`src/rtl/hazard_forward_unit.sv`:
```
// Execute-stage hazard unit: MX/WX bypass flags, load-use stall, redirect flush and squash.
// Optional statistics counters are built when HAZARD_STATS_EN is defined.
module hazard_forward_unit #(
  parameter int unsigned SQUASH_DEPTH = 2,
  parameter int unsigned CNT_W        = 32
) (
  input  logic              clock,
  input  logic              reset,
  input  logic              e_valid,
  input  logic [6:0]        e_opcode,
  input  logic [4:0]        e_rs1,
  input  logic [4:0]        e_rs2,
  input  logic [4:0]        e_rd,
  input  logic              e_write_enable,
  input  logic [1:0]        e_wb_select,
  input  logic              branch_taken,
  input  logic              jump,
  input  logic [31:0]       m_result,
  input  logic [31:0]       w_result,
  output logic              mx_rs1_flag,
  output logic              mx_rs2_flag,
  output logic [31:0]       mx_data_forwarded,
  output logic              wx_rs1_flag,
  output logic              wx_rs2_flag,
  output logic [31:0]       wx_data_forwarded,
  output logic              stall,
  output logic              flush,
  output logic              kill_e
`ifdef HAZARD_STATS_EN
  ,
  output logic [CNT_W-1:0]  stall_count,
  output logic [CNT_W-1:0]  flush_count
`endif
);

  localparam logic [6:0] OpLui    = 7'b0110111;
  localparam logic [6:0] OpAuipc  = 7'b0010111;
  localparam logic [6:0] OpJal    = 7'b1101111;
  localparam logic [6:0] OpJalr   = 7'b1100111;
  localparam logic [6:0] OpBranch = 7'b1100011;
  localparam logic [6:0] OpLoad   = 7'b0000011;
  localparam logic [6:0] OpStore  = 7'b0100011;
  localparam logic [6:0] OpImm    = 7'b0010011;
  localparam logic [6:0] OpReg    = 7'b0110011;

  localparam logic [1:0] SquashLoad = SQUASH_DEPTH[1:0];

  // Tracking of the two instructions ahead of execute.
  logic       m_valid_q, m_valid_d;
  logic [4:0] m_rd_q, m_rd_d;
  logic       m_we_q, m_we_d;
  logic       m_load_q, m_load_d;
  logic       w_valid_q, w_valid_d;
  logic [4:0] w_rd_q, w_rd_d;
  logic       w_we_q, w_we_d;
  logic [1:0] squash_cnt_q, squash_cnt_d;

  logic rs1_used, rs2_used;
  logic live;
  logic match_m_rs1, match_m_rs2, match_w_rs1, match_w_rs2;

  always_comb begin
    rs1_used = 1'b0;
    rs2_used = 1'b0;
    case (e_opcode)
      OpLui, OpAuipc, OpJal: begin
        rs1_used = 1'b0;
        rs2_used = 1'b0;
      end
      OpJalr, OpLoad, OpImm: begin
        rs1_used = 1'b1;
      end
      OpBranch, OpStore, OpReg: begin
        rs1_used = 1'b1;
        rs2_used = 1'b1;
      end
      default: begin
        rs1_used = 1'b0;
        rs2_used = 1'b0;
      end
    endcase
  end

  assign kill_e = (squash_cnt_q != 2'd0);
  assign live   = e_valid & ~kill_e;

  // x0 is never a forwarding source, so a zero destination never matches.
  assign match_m_rs1 = m_valid_q & m_we_q & (m_rd_q != 5'd0) & (m_rd_q == e_rs1) & rs1_used & live;
  assign match_m_rs2 = m_valid_q & m_we_q & (m_rd_q != 5'd0) & (m_rd_q == e_rs2) & rs2_used & live;
  assign match_w_rs1 = w_valid_q & w_we_q & (w_rd_q != 5'd0) & (w_rd_q == e_rs1) & rs1_used & live;
  assign match_w_rs2 = w_valid_q & w_we_q & (w_rd_q != 5'd0) & (w_rd_q == e_rs2) & rs2_used & live;

  always_comb begin
    stall       = (match_m_rs1 | match_m_rs2) & m_load_q;
    mx_rs1_flag = match_m_rs1 & ~m_load_q & ~stall;
    mx_rs2_flag = match_m_rs2 & ~m_load_q & ~stall;
    // M has priority over W for the same source.
    wx_rs1_flag = match_w_rs1 & ~match_m_rs1 & ~stall;
    wx_rs2_flag = match_w_rs2 & ~match_m_rs2 & ~stall;
    flush       = live & ~stall & (branch_taken | jump);

    mx_data_forwarded = (mx_rs1_flag | mx_rs2_flag) ? m_result : 32'd0;
    wx_data_forwarded = (wx_rs1_flag | wx_rs2_flag) ? w_result : 32'd0;
  end

  always_comb begin
    // A stalled slot leaves a bubble in M; W keeps draining.
    m_valid_d = live & ~stall;
    m_rd_d    = e_rd;
    m_we_d    = e_write_enable;
    m_load_d  = (e_wb_select == 2'b01);
    w_valid_d = m_valid_q;
    w_rd_d    = m_rd_q;
    w_we_d    = m_we_q;

    squash_cnt_d = squash_cnt_q;
    if (flush) begin
      squash_cnt_d = SquashLoad;
    end else if (squash_cnt_q != 2'd0) begin
      squash_cnt_d = squash_cnt_q - 2'd1;
    end
  end

  always_ff @(posedge clock) begin
    if (reset) begin
      m_valid_q    <= 1'b0;
      m_rd_q       <= 5'd0;
      m_we_q       <= 1'b0;
      m_load_q     <= 1'b0;
      w_valid_q    <= 1'b0;
      w_rd_q       <= 5'd0;
      w_we_q       <= 1'b0;
      squash_cnt_q <= 2'd0;
    end else begin
      m_valid_q    <= m_valid_d;
      m_rd_q       <= m_rd_d;
      m_we_q       <= m_we_d;
      m_load_q     <= m_load_d;
      w_valid_q    <= w_valid_d;
      w_rd_q       <= w_rd_d;
      w_we_q       <= w_we_d;
      squash_cnt_q <= squash_cnt_d;
    end
  end

`ifdef HAZARD_STATS_EN
  logic [CNT_W-1:0] stall_count_q, flush_count_q;

  // Saturating event counters.
  always_ff @(posedge clock) begin
    if (reset) begin
      stall_count_q <= '0;
      flush_count_q <= '0;
    end else begin
      if (stall && (stall_count_q != '1)) begin
        stall_count_q <= stall_count_q + CNT_W'(1);
      end
      if (flush && (flush_count_q != '1)) begin
        flush_count_q <= flush_count_q + CNT_W'(1);
      end
    end
  end

  assign stall_count = stall_count_q;
  assign flush_count = flush_count_q;
`endif

endmodule

```
`config.mk`:
```
export PLATFORM = sky130hd
export DESIGN_NAME = hazard_forward_unit
export DESIGN_NICKNAME = d
export VERILOG_FILES = /design/src/rtl/hazard_forward_unit.sv
export SDC_FILE = /design/constraint.sdc
export NUM_CORES = 1
export LEC_CHECK = 0
export BUFFER_PORTS_ARGS = -buffer_cell sky130_fd_sc_hd__buf_2
export CORE_ASPECT_RATIO = 0.6
export CORE_MARGIN = 2
export CORE_UTILIZATION = 34
export DETAILED_ROUTE_END_ITERATION = 8
export HOLD_SLACK_MARGIN = 0.06
export PLACE_DENSITY = 0.78
export SYNTH_ARGS = -nofsm -noshare
export SYNTH_HDL_FRONTEND = slang
export SYNTH_SLANG_ARGS = --single-unit
```
`constraint.sdc`:
```
create_clock -name clock -period 1.7 [get_ports clock]
set_input_delay 0.085 -clock clock [delete_from_list [all_inputs] [get_ports clock]]
set_output_delay 0.085 -clock clock [all_outputs]
set_load 0.01 [all_outputs]
```
---- After elaboration in Yosys (flattened, before gate mapping) ----
Cells that the tools add are included.
operators by class
  reductions and logical operators ........ 7
  equal/unequal tests ..................... 11
  bitwise operators ....................... 37
  muxes and demuxes ....................... 6
  $add $sub $neg .......................... 1
operators by type and width
  operator             number
  $mux 32              2
  $and 1x1->1          28
  $eq 5x5->1           4
  $eq 7x6->1 const B   2
  $eq 7x7->1 const B   2
  $reduce_bool 5->1    2
  $eq 7x2->1 const B   1
  $eq 7x5->1 const B   1
  $reduce_or 6->1      1
  $not 1->1            5
  $mux 2               2
  $or 1x1->1           4
  $reduce_bool 2->1    2
  $reduce_or 3->1      1
  $eq 2x1->1 const B   1
  $mux 1               2
  $reduce_or 2->1      1
  $sub 2x1->2 const B  1
word-level totals
  word-level logic and storage cells ...... 71
  flip-flop bits (word level) ............. 17
  output and inout port bits .............. 71
  input port bits ......................... 94

---- Depth between registers and ports, before layout ----
Gate-level depths: netlist (run 1).
  depth in word-level cells ............... 11
  depth in mapped cells ................... 6
  mapped depth without buffers ............ 5

---- Worst setup path after synthesis (run 1) ----
OpenSTA, ideal clock, no wires.
  path kind ............................... register to output
  start ................................... register m_rd_q[1]
  end ..................................... output wx_data_forwarded[10]
  slack ................................... -238 ps
  stages on the path, launching flop included .. 7
  buffers on the path ..................... 1
  arrival ................................. 1853 ps
  cells stage by stage .................... dfxtp_1 -> or4_1 -> o2111a_2 -> nand4_4 -> a32oi_4 -> buf_6 -> nor4b_2
between the ends
  longest elaborated chain between the ends .. 11
  elaborated cells on any way between the ends .. 21
  those cells by class .................... 2 x eq/ne; 1 x mux; 17 x bitwise; 1 x reduce/logical
RTL lines
  element                                       line    RTL
  from (decl)                                   50      logic [4:0] m_rd_q, m_rd_d;
  from (signal assigned)                        136     m_rd_q <= m_rd_d;
  $reduce_bool 5->1                             88, 89
  $and 1x1->1                                   88, 89
  $and 1x1->1 (on tied branches) (3 in series)  88, 89
  $or 1x1->1                                    94      stall = (match_m_rs1 | match_m_rs2) & m_load_q;
  $and 1x1->1                                   94
  $not 1->1                                     98, 99
  $and 1x1->1 (on tied branches)                98, 99
  $or 1x1->1 *                                  103     wx_data_forwarded = (wx_rs1_flag | wx_rs2_flag) ? w_result : 32'd0;
  $mux 32 *                                     103
  to (decl)                                     25      output logic [31:0] wx_data_forwarded,
Every way passes the cells marked *; elsewhere a longest branch is shown, timed or not.

---- Final worst setup path (run 1) ----
  start ................................... register m_rd_q[1]
  end ..................................... output wx_data_forwarded[31]
Same word-level chain as after synthesis.

==> results of run 1 <==
-- final cells by class --
class	instances	area (um^2)	share of cell area (%)
multi-input combinational	150	1790	49.1
clock buffer	4	45.0	1.24
sequential	17	345	9.49
tap	66	82.6	2.27
timing repair buffer	216	1380	37.8
inverter	1	3.75	0.103
-- power by group --
| part | switching (mW) | internal, mW |
|---|---|---|
| registers | 0.0167 | 0.419 |
| clock network | 0.136 | 0.167 |
| logic | 0.138 | 0.217 |
-- layout by cell type (no fill, tap or decap), types with 2 or more instances in the layout --
cell type	Yosys	routed
buf_6	5	14
nor3_1	8	4
a21oi_4	2	3
nor3_4	0	4
dfxtp_1	17	13
and2_4	0	2
xnor2_1	6	6
clkbuf_8	0	3
nor2_1	7	6
nand3_1	5	2
xor2_2	0	3
xor2_1	14	10
nand3_2	0	3
buf_4	1	28
nor4b_4	0	32
and2_1	32	30
buf_2	0	161
dfxtp_2	0	4
nor3b_1	4	2
dlygate4sd3_1	0	7
nor2b_1	14	13
nand2_1	5	5
buf_12	0	4
nor3b_4	0	2
-- timing repair --
action / in CTS / in global routing
gates cloned: 4 / 1
pin swaps: 6 / 7
hold endpoints to repair: 7 / 0
hold buffers: 7 / 0
buffers inserted: 4 / 4
gates resized for setup: 28 / 20
setup endpoints to repair: 71 / 71
-- per-layer routing --
| metal | global-route usage (%) | wire length, um | part of all wire, % |
|---|---|---|---|
| met5 | 0 | 0 | 0 |
| met2 | 36.8 | 3100 | 50 |
| met1 | 24.1 | 2620 | 42 |
| met4 | 3.02 | 31 | 0.50 |
| met3 | 4.44 | 444 | 7.2 |
-- worst register-to-register path, cell delays in order (launching register included) --
cell and delay, ns:
dfxtp_2 0.32, or4_4 0.54, o2111a_2 0.32, nand2_2 0.11, buf_4 0.11, buf_4 0.09
a21oi_1 0.05, o22ai_1 0.12
-- registers in the layout, summed over array words and instances (netlist names) --
name,count
m_we_q,1
w_we_q,1
m_rd_q,5
m_load_q,1
squash_cnt_q,2
m_valid_q,1
w_rd_q,5
w_valid_q,1
-- through the flow --
step                setup WS (ns)  area (um^2)
detailed placement         -0.479         3170
floorplan                  -0.217         2100
global route               -0.795         3640
CTS                        -0.701         3470
finish                     -0.713         3640
global placement           -0.443         3170
-- cell usage after synthesis, drive strengths merged (2+ instances only) --
library cell,instances
xnor2,6
nor3b,5
nor4b,33
a21oi,4
nand2,6
nand3b,2
nor2,7
or2,2
nor3,8
dfxtp,17
clkbuf,7
nor2b,14
buf,6
xor2,14
and2,32
nand4,3
nand3,5
-- worst paths after layout --
path | cells after the start | slack [ns] | from | end
min reg2reg | 1 | 0.46 | m_we_q$_SDFF_PP0_ | w_we_q$_SDFF_PP0_
max | 7 | -0.71 | m_rd_q[1]$_SDFF_PP0_ | wx_data_forwarded[31]
max reg2reg | 7 | -0.03 | m_rd_q[1]$_SDFF_PP0_ | squash_cnt_q[1]$_SDFFE_PP0P_
min | 2 | 0.09 | e_wb_select[0] | m_load_q$_SDFF_PP0_
-- logic make-up after synthesis --
logic type,Yosys count,synth area share (%)
XOR/XNOR,20,9.89
AND/OR/NAND/NOR,120,58.0
flip-flops,17,19.2
buffers and inverters,14,5.51
AO/OA/AOI/OAI,10,7.42
==> impl_metrics.ini, run 1 <==
[status]
status = complete, but fails checks
violations = negative setup slack

[logic_synthesis]
syn_nets = 275
synth_edf_count = 0
ys.flop_type = dfxtp_1
syn_inst = 181
synth_cell_types = 37
netlist_top_cells_area = nor4b_2, dfxtp_1, and2_1
netlist_area_mm2 = 0.00177
yosysTopAreaCell = nor4b_2
yosysSeqAreaShare_pct = 19.2
yosys_warnings = 0
synth.avg_cell_area_um2 = 9.78
synth_top_area_share_pct = 25.4
synth-seq-cells = 17
synthArstFlopShare_pct = 0

[layout]
syn_to_final_growth_pct = 106
drive_above_1_share_pct = 71.9
antenna_cells = 0
utilization_pct = 72.4
fin_nets = 483
final_cells = 454
nFillCells = 384

[timing]
layout_setup_ws_ns = -0.713
drv_slew = 0
finalCritPeriodShare_pct = 142
hold_viol = 0
setup-tns-final_ns = -43.53
rsz0062_at_grt = true
final-setup-viol-count = 72
slew_headroom_pct = 65.6
tightestPinTransition_ns = 0.517
timing.fmax_ghz = 0.414
fin_crit_ns = 2.41
timing.hold.ws_ns = 0.0888
finClkSkew_ns = 0.00171

[die]
die_h_um = 59.9
die_area_mm2 = 0.00582
ios = 165
floorplan.initialDensity_pct = 35.2
die-width_um = 97.2
coreArea_mm2 = 0.00503
core.rowCount = 20

[drt]
first_iter_violations = 49
avgViaCountPerCell = 4.62
drc_errors = 0
vias = 2098
post_drt_wl_per_cell_um = 13.7
drt_pass1_iterations = 4
ant_nets = 0
wl_um = 6200

[setup_path]
critPathCaptureType = output port
crit_family = simple AND/OR/NAND/NOR gates
arrival_ns = 2.33
critPathBufInv = 2
worstSetupStartpointType = flop
cp_cell_sequence = or4_4, o2111a_2, nand4_4, a32oi_4, buf_4, nor4b_4, buf_2
crit_fanout = 6
crit_slowest_cell = or4_4
worstPathRequired_ns = 1.62
crit_type = reg2out
max_stage_delay_ns = 0.53

[global_routing]
grt.total_usage_pct = 19.7
antenna_found_initial = 0
grt_pass1_vias = 1961
grt_first_pass_wirelength_um = 9240
grt_max_degree = 20
grt_overflow = 0

[placement]
placed_cells = 430
io_buffers = 164
hpwl_um = 4860
place_congestion = 0.866

[cts]
root_buffer = clkbuf_8
cts_tree = yes
clkSinkCount = 17
cts_inserted_buffers = 3
clockBufferDepth = 2
clk_pin_slew_ns = 0.06
clkLatencyLatePin_ns = 0.25
h-tree-depth = 1

[power_and_ir_drop]
power.leakage_nw = 1.74
peakVddDrop_uv = 427
p_total_mw = 1.09
powerDensity_mw_per_mm2 = 300

[min_path]
hp-class = in2reg

[job]
drv_cap = 0
No activity file was read; power rests on OpenSTA's default activity.
==> run 2: changes to the inputs <==
- SKIP_CTS_REPAIR_TIMING: default -> 1
==> impl_metrics.ini, run 2 (synthesized netlist as in run 1, its figures left out) <==
[status]
status = complete, but fails checks
violations = negative setup slack

[setup_path]
reg2reg_from = m_rd_q[3]$_SDFF_PP0_
r2r_slack_ns = -0.02
crit_fanout = 14
crit_type = reg2out
rr_worst_depth = 8
worstPathRequired_ns = 1.62
worstSetupStartpointType = flop
reg2reg_to = m_valid_q$_SDFF_PP0_
arrival_ns = 2.31
critPathCaptureType = output port

[power_and_ir_drop]
p_total_mw = 1.06
powerDensity_mw_per_mm2 = 312
power.switching_mw = 0.273
p_int_mw = 0.785
swShare_pct = 25.8
power_frac_clock_pct = 28.3
p_seq_share_pct = 40.9
p_comb_share_pct = 30.7
power.leakage_nw = 1.65
peakVddDrop_uv = 420

[layout]
final_cell_mix = buf_2, nor4b_4, and2_1
reg.largest.list = m_rd_q: 5 flops, w_rd_q: 5 flops, squash_cnt_q: 2 flops
antenna_cells = 0
final_cells = 443
drive_above_1_share_pct = 69.0
syn_to_final_growth_pct = 91.9
fin_area_mm2 = 0.00340
layout_commonest_cell = buf_2
fin_nets = 472

[cts]
root_buffer = clkbuf_8
cts_tree = yes
clk_pin_slew_ns = 0.06
h-tree-depth = 1
cts_inserted_buffers = 3
clkSinkCount = 17
clkLatencyLatePin_ns = 0.25
clockBufferDepth = 2

[global_routing]
antenna_found_initial = 0
grt_max_degree = 33
grt_overflow = 0
grt.total_usage_pct = 18.3
grt_pass1_vias = 1858
grt_first_pass_wirelength_um = 8650

[timing]
hold_viol = 0
finClkSkew_ns = 0.00249
finalCritPeriodShare_pct = 141
tightestPinTransition_ns = 0.517
drv_slew = 0
final-setup-viol-count = 71
layout_setup_ws_ns = -0.691
fin_crit_ns = 2.39
rsz0062_at_grt = true
slew_headroom_pct = 65.5
timing.fmax_ghz = 0.418

[placement]
placed_cells = 430
io_buffers = 164
pre_cts_ws_ns = -0.479
place_congestion = 0.866
hpwl_um = 4860
placed_cell_area_mm2 = 0.00317

[min_path]
hp-class = in2reg
hold_start = e_rd[1]
holdPathStages = 2
hold_end = m_rd_q[1]$_SDFF_PP0_

[drt]
drt_pass1_iterations = 4
avgViaCountPerCell = 4.60
first_iter_violations = 62
post_drt_wl_per_cell_um = 13.2
ant_nets = 0
vias = 2040
drc_errors = 0
wl_um = 5850

[die]
coreArea_mm2 = 0.00503
ios = 165
core.rowCount = 20
die_h_um = 59.9
floorplan.initialDensity_pct = 35.2
die-width_um = 97.2
die_area_mm2 = 0.00582

[job]
drv_cap = 0
run 2: layout make-up:
class,count,area [um^2]
fill,430,1630
multi-input combinational,150,1710
clock buffer,4,45.0
sequential,17,342
tap,66,82.6
timing repair buffer,205,1220
inverter,1,3.75
run 2: power groups by stage:
stage	Combinational [mW]	Clock, mW	Sequential [mW]
floorplan	0.131	0	0.441
global placement	0.302	0	0.441
detailed placement	0.310	0	0.442
CTS	0.311	0.308	0.433
global route	0.353	0.325	0.436
finish	0.326	0.300	0.433
run 2: worst max path at each step:
stage                    startpoint                    end  slack (ns)
2_1_floorplan  m_rd_q[1]$_SDFF_PP0_   wx_data_forwarded[0]       -0.22
3_3_place_gp   m_rd_q[1]$_SDFF_PP0_  wx_data_forwarded[10]       -0.44
3_5_place_dp   m_rd_q[1]$_SDFF_PP0_  wx_data_forwarded[11]       -0.48
4_1_cts        m_rd_q[1]$_SDFF_PP0_  wx_data_forwarded[11]       -0.77
5_1_grt        m_rd_q[1]$_SDFF_PP0_   wx_data_forwarded[4]       -0.78
6_report       m_rd_q[1]$_SDFF_PP0_  wx_data_forwarded[25]       -0.69
run 2: metrics by stage:
stage | setup TNS (ns) | hold slack [ns] | util [%]
3_3_place_gp | -20.15 | 0.248 | 63.0
6_report | -36.65 | 0.0395 | 67.6
5_1_grt | -44.87 | 0.0669 | 67.6
2_1_floorplan | -7.01 | 0.149 | -
4_1_cts | -41.12 | -0.0178 | 63.9
3_5_place_dp | -20.92 | 0.252 | 63.0
run 2: worst max-delay path, cell delays in order (launching register included):
cell      delay [ns]
dfxtp_2         0.32
or4_4           0.54
o2111a_2        0.32
nand4_4         0.09
a32oi_4         0.17
buf_12          0.21
nor4b_4         0.23
buf_2           0.17
run 2: layer usage:
metal	global-route usage, %	part of all wire, %	up-vias
li1	-	-	1042
met2	33.9	49	91
met3	4.44	8.0	4
met4	3.02	0.44	0
met1	22.5	43	903
met5	0	0	-
==> run 3: changes to the inputs <==
- CORE_MARGIN: 2 -> 4
==> impl_metrics.ini, run 3 (synthesized netlist as in run 1, its figures left out) <==
[global_routing]
grt_overflow = 0
antenna_found_initial = 0
grt_first_pass_wirelength_um = 9800
grt_pass1_vias = 2091
grt_max_degree = 33
grt.total_usage_pct = 18.6

[layout]
layout_commonest_cell = buf_2
drive_above_1_share_pct = 70.5
fin_nets = 464
reg.largest.list = m_rd_q: 5 flops, w_rd_q: 5 flops, squash_cnt_q: 2 flops
syn_to_final_growth_pct = 91.9
final_cell_mix = buf_2, and2_1, nor4b_4
antenna_cells = 0
fin_area_mm2 = 0.00340

[placement]
hpwl_um = 5500
placed_cell_area_mm2 = 0.00317
place_congestion = 0.855
io_buffers = 164

[timing]
timing.fmax_ghz = 0.417
finClkSkew_ns = 0.00224
tightestPinTransition_ns = 0.493
finalCritPeriodShare_pct = 141
final-setup-viol-count = 71
drv_slew = 0
hold_viol = 0
rsz0062_at_grt = true
fin_crit_ns = 2.40
slew_headroom_pct = 67.1
layout_setup_ws_ns = -0.700

[drt]
first_iter_violations = 45
ant_nets = 0
drt_pass1_iterations = 4
avgViaCountPerCell = 4.71
wl_um = 6500
drc_errors = 0
post_drt_wl_per_cell_um = 14.9
vias = 2047

[die]
die_h_um = 63.9
die_area_mm2 = 0.00646
ios = 165
floorplan.initialDensity_pct = 35.0
coreArea_mm2 = 0.00505
die-width_um = 101
core.rowCount = 20

[power_and_ir_drop]
power.leakage_nw = 1.62
powerDensity_mw_per_mm2 = 311
peakVddDrop_uv = 421
p_total_mw = 1.06

[cts]
cts_inserted_buffers = 3
clkSinkCount = 17
h-tree-depth = 1
clockBufferDepth = 2
root_buffer = clkbuf_8
clkLatencyLatePin_ns = 0.25
cts_tree = yes
clk_pin_slew_ns = 0.07

[setup_path]
crit_fanout = 8
critPathCaptureType = output port
worstPathRequired_ns = 1.62
reg2reg_to = m_valid_q$_SDFF_PP0_
crit_type = reg2out
r2r_slack_ns = -0.06
worstSetupStartpointType = flop
rr_worst_depth = 8
reg2reg_from = m_rd_q[2]$_SDFF_PP0_
arrival_ns = 2.32

[min_path]
holdPathStages = 2
hold_end = m_rd_q[4]$_SDFF_PP0_
hp-class = in2reg
hold_start = e_rd[4]

[status]
violations = negative setup slack
status = complete, but fails checks

[job]
drv_cap = 0
-- run 3: cell types whose count changed in the layout (fill, tap and decap cells not counted), sizes merged --
cell         delta
clkinvlp        +1
buf             -6
clkbuf          -1
dlygate4sd3     -2
-- run 3: per-stage QoR --
step | setup WS [ns] | instances | util (%) | hold slack, ns | setup TNS, ns
6_report | -0.700 | 435 | 67.2 | 0.0398 | -36.53
5_1_grt | -0.806 | 435 | 67.2 | 0.0604 | -43.00
4_1_cts | -0.716 | 430 | 63.6 | -0.0136 | -37.70
3_5_place_dp | -0.421 | 426 | 62.6 | 0.254 | -17.42
3_3_place_gp | -0.341 | 426 | 62.6 | 0.253 | -16.47
2_1_floorplan | -0.217 | 181 | - | 0.149 | -7.01
-- run 3: final cells by class --
class	count	area, um^2
Timing Repair Buffer	197	1200
Clock buffer	3	41.3
Multi-Input combinational cell	150	1720
Inverter	1	3.75
Tap cell	66	82.6
Fill cell	418	1660
Clock inverter	1	7.51
Sequential cell	17	344
-- run 3: critical path: stages (launching register included) --
cell	delay, ns
dfxtp_2	0.32
or4_4	0.51
o2111a_2	0.33
nand4_4	0.10
a32oi_4	0.18
clkbuf_16	0.24
nor4b_4	0.22
buf_2	0.17
-- run 3: worst max path at each step --
stage | to | cells after the start | slack [ns] | start
final | wx_data_forwarded[21] | 7 | -0.70 | m_rd_q[1]$_SDFF_PP0_
after global routing | wx_data_forwarded[21] | 7 | -0.81 | m_rd_q[1]$_SDFF_PP0_
after CTS | wx_data_forwarded[0] | 7 | -0.72 | m_rd_q[1]$_SDFF_PP0_
after detailed placement | wx_data_forwarded[0] | 7 | -0.42 | m_rd_q[1]$_SDFF_PP0_
after global placement | wx_data_forwarded[11] | 7 | -0.34 | m_rd_q[1]$_SDFF_PP0_
after floorplan | wx_data_forwarded[0] | 5 | -0.22 | m_rd_q[1]$_SDFF_PP0_
-- run 3: metal layers --
metal  share of wire [%]  routed length, um  track usage [%]  vias up
met1                  39               2510             22.1      915
met3                 9.8                636             4.58        8
li1                    -                  -                -     1021
met4                 1.2                 76             4.31        0
met5                   0                  0                0        -
met2                  50               3270             33.6      103
-- run 3: where the power goes --
part | switching [mW] | internal, mW | leakage, nW
clock | 0.136 | 0.165 | 0.0217
sequential | 0.0169 | 0.419 | 0.141
combinational | 0.128 | 0.190 | 1.45
total | 0.281 | 0.774 | 1.62
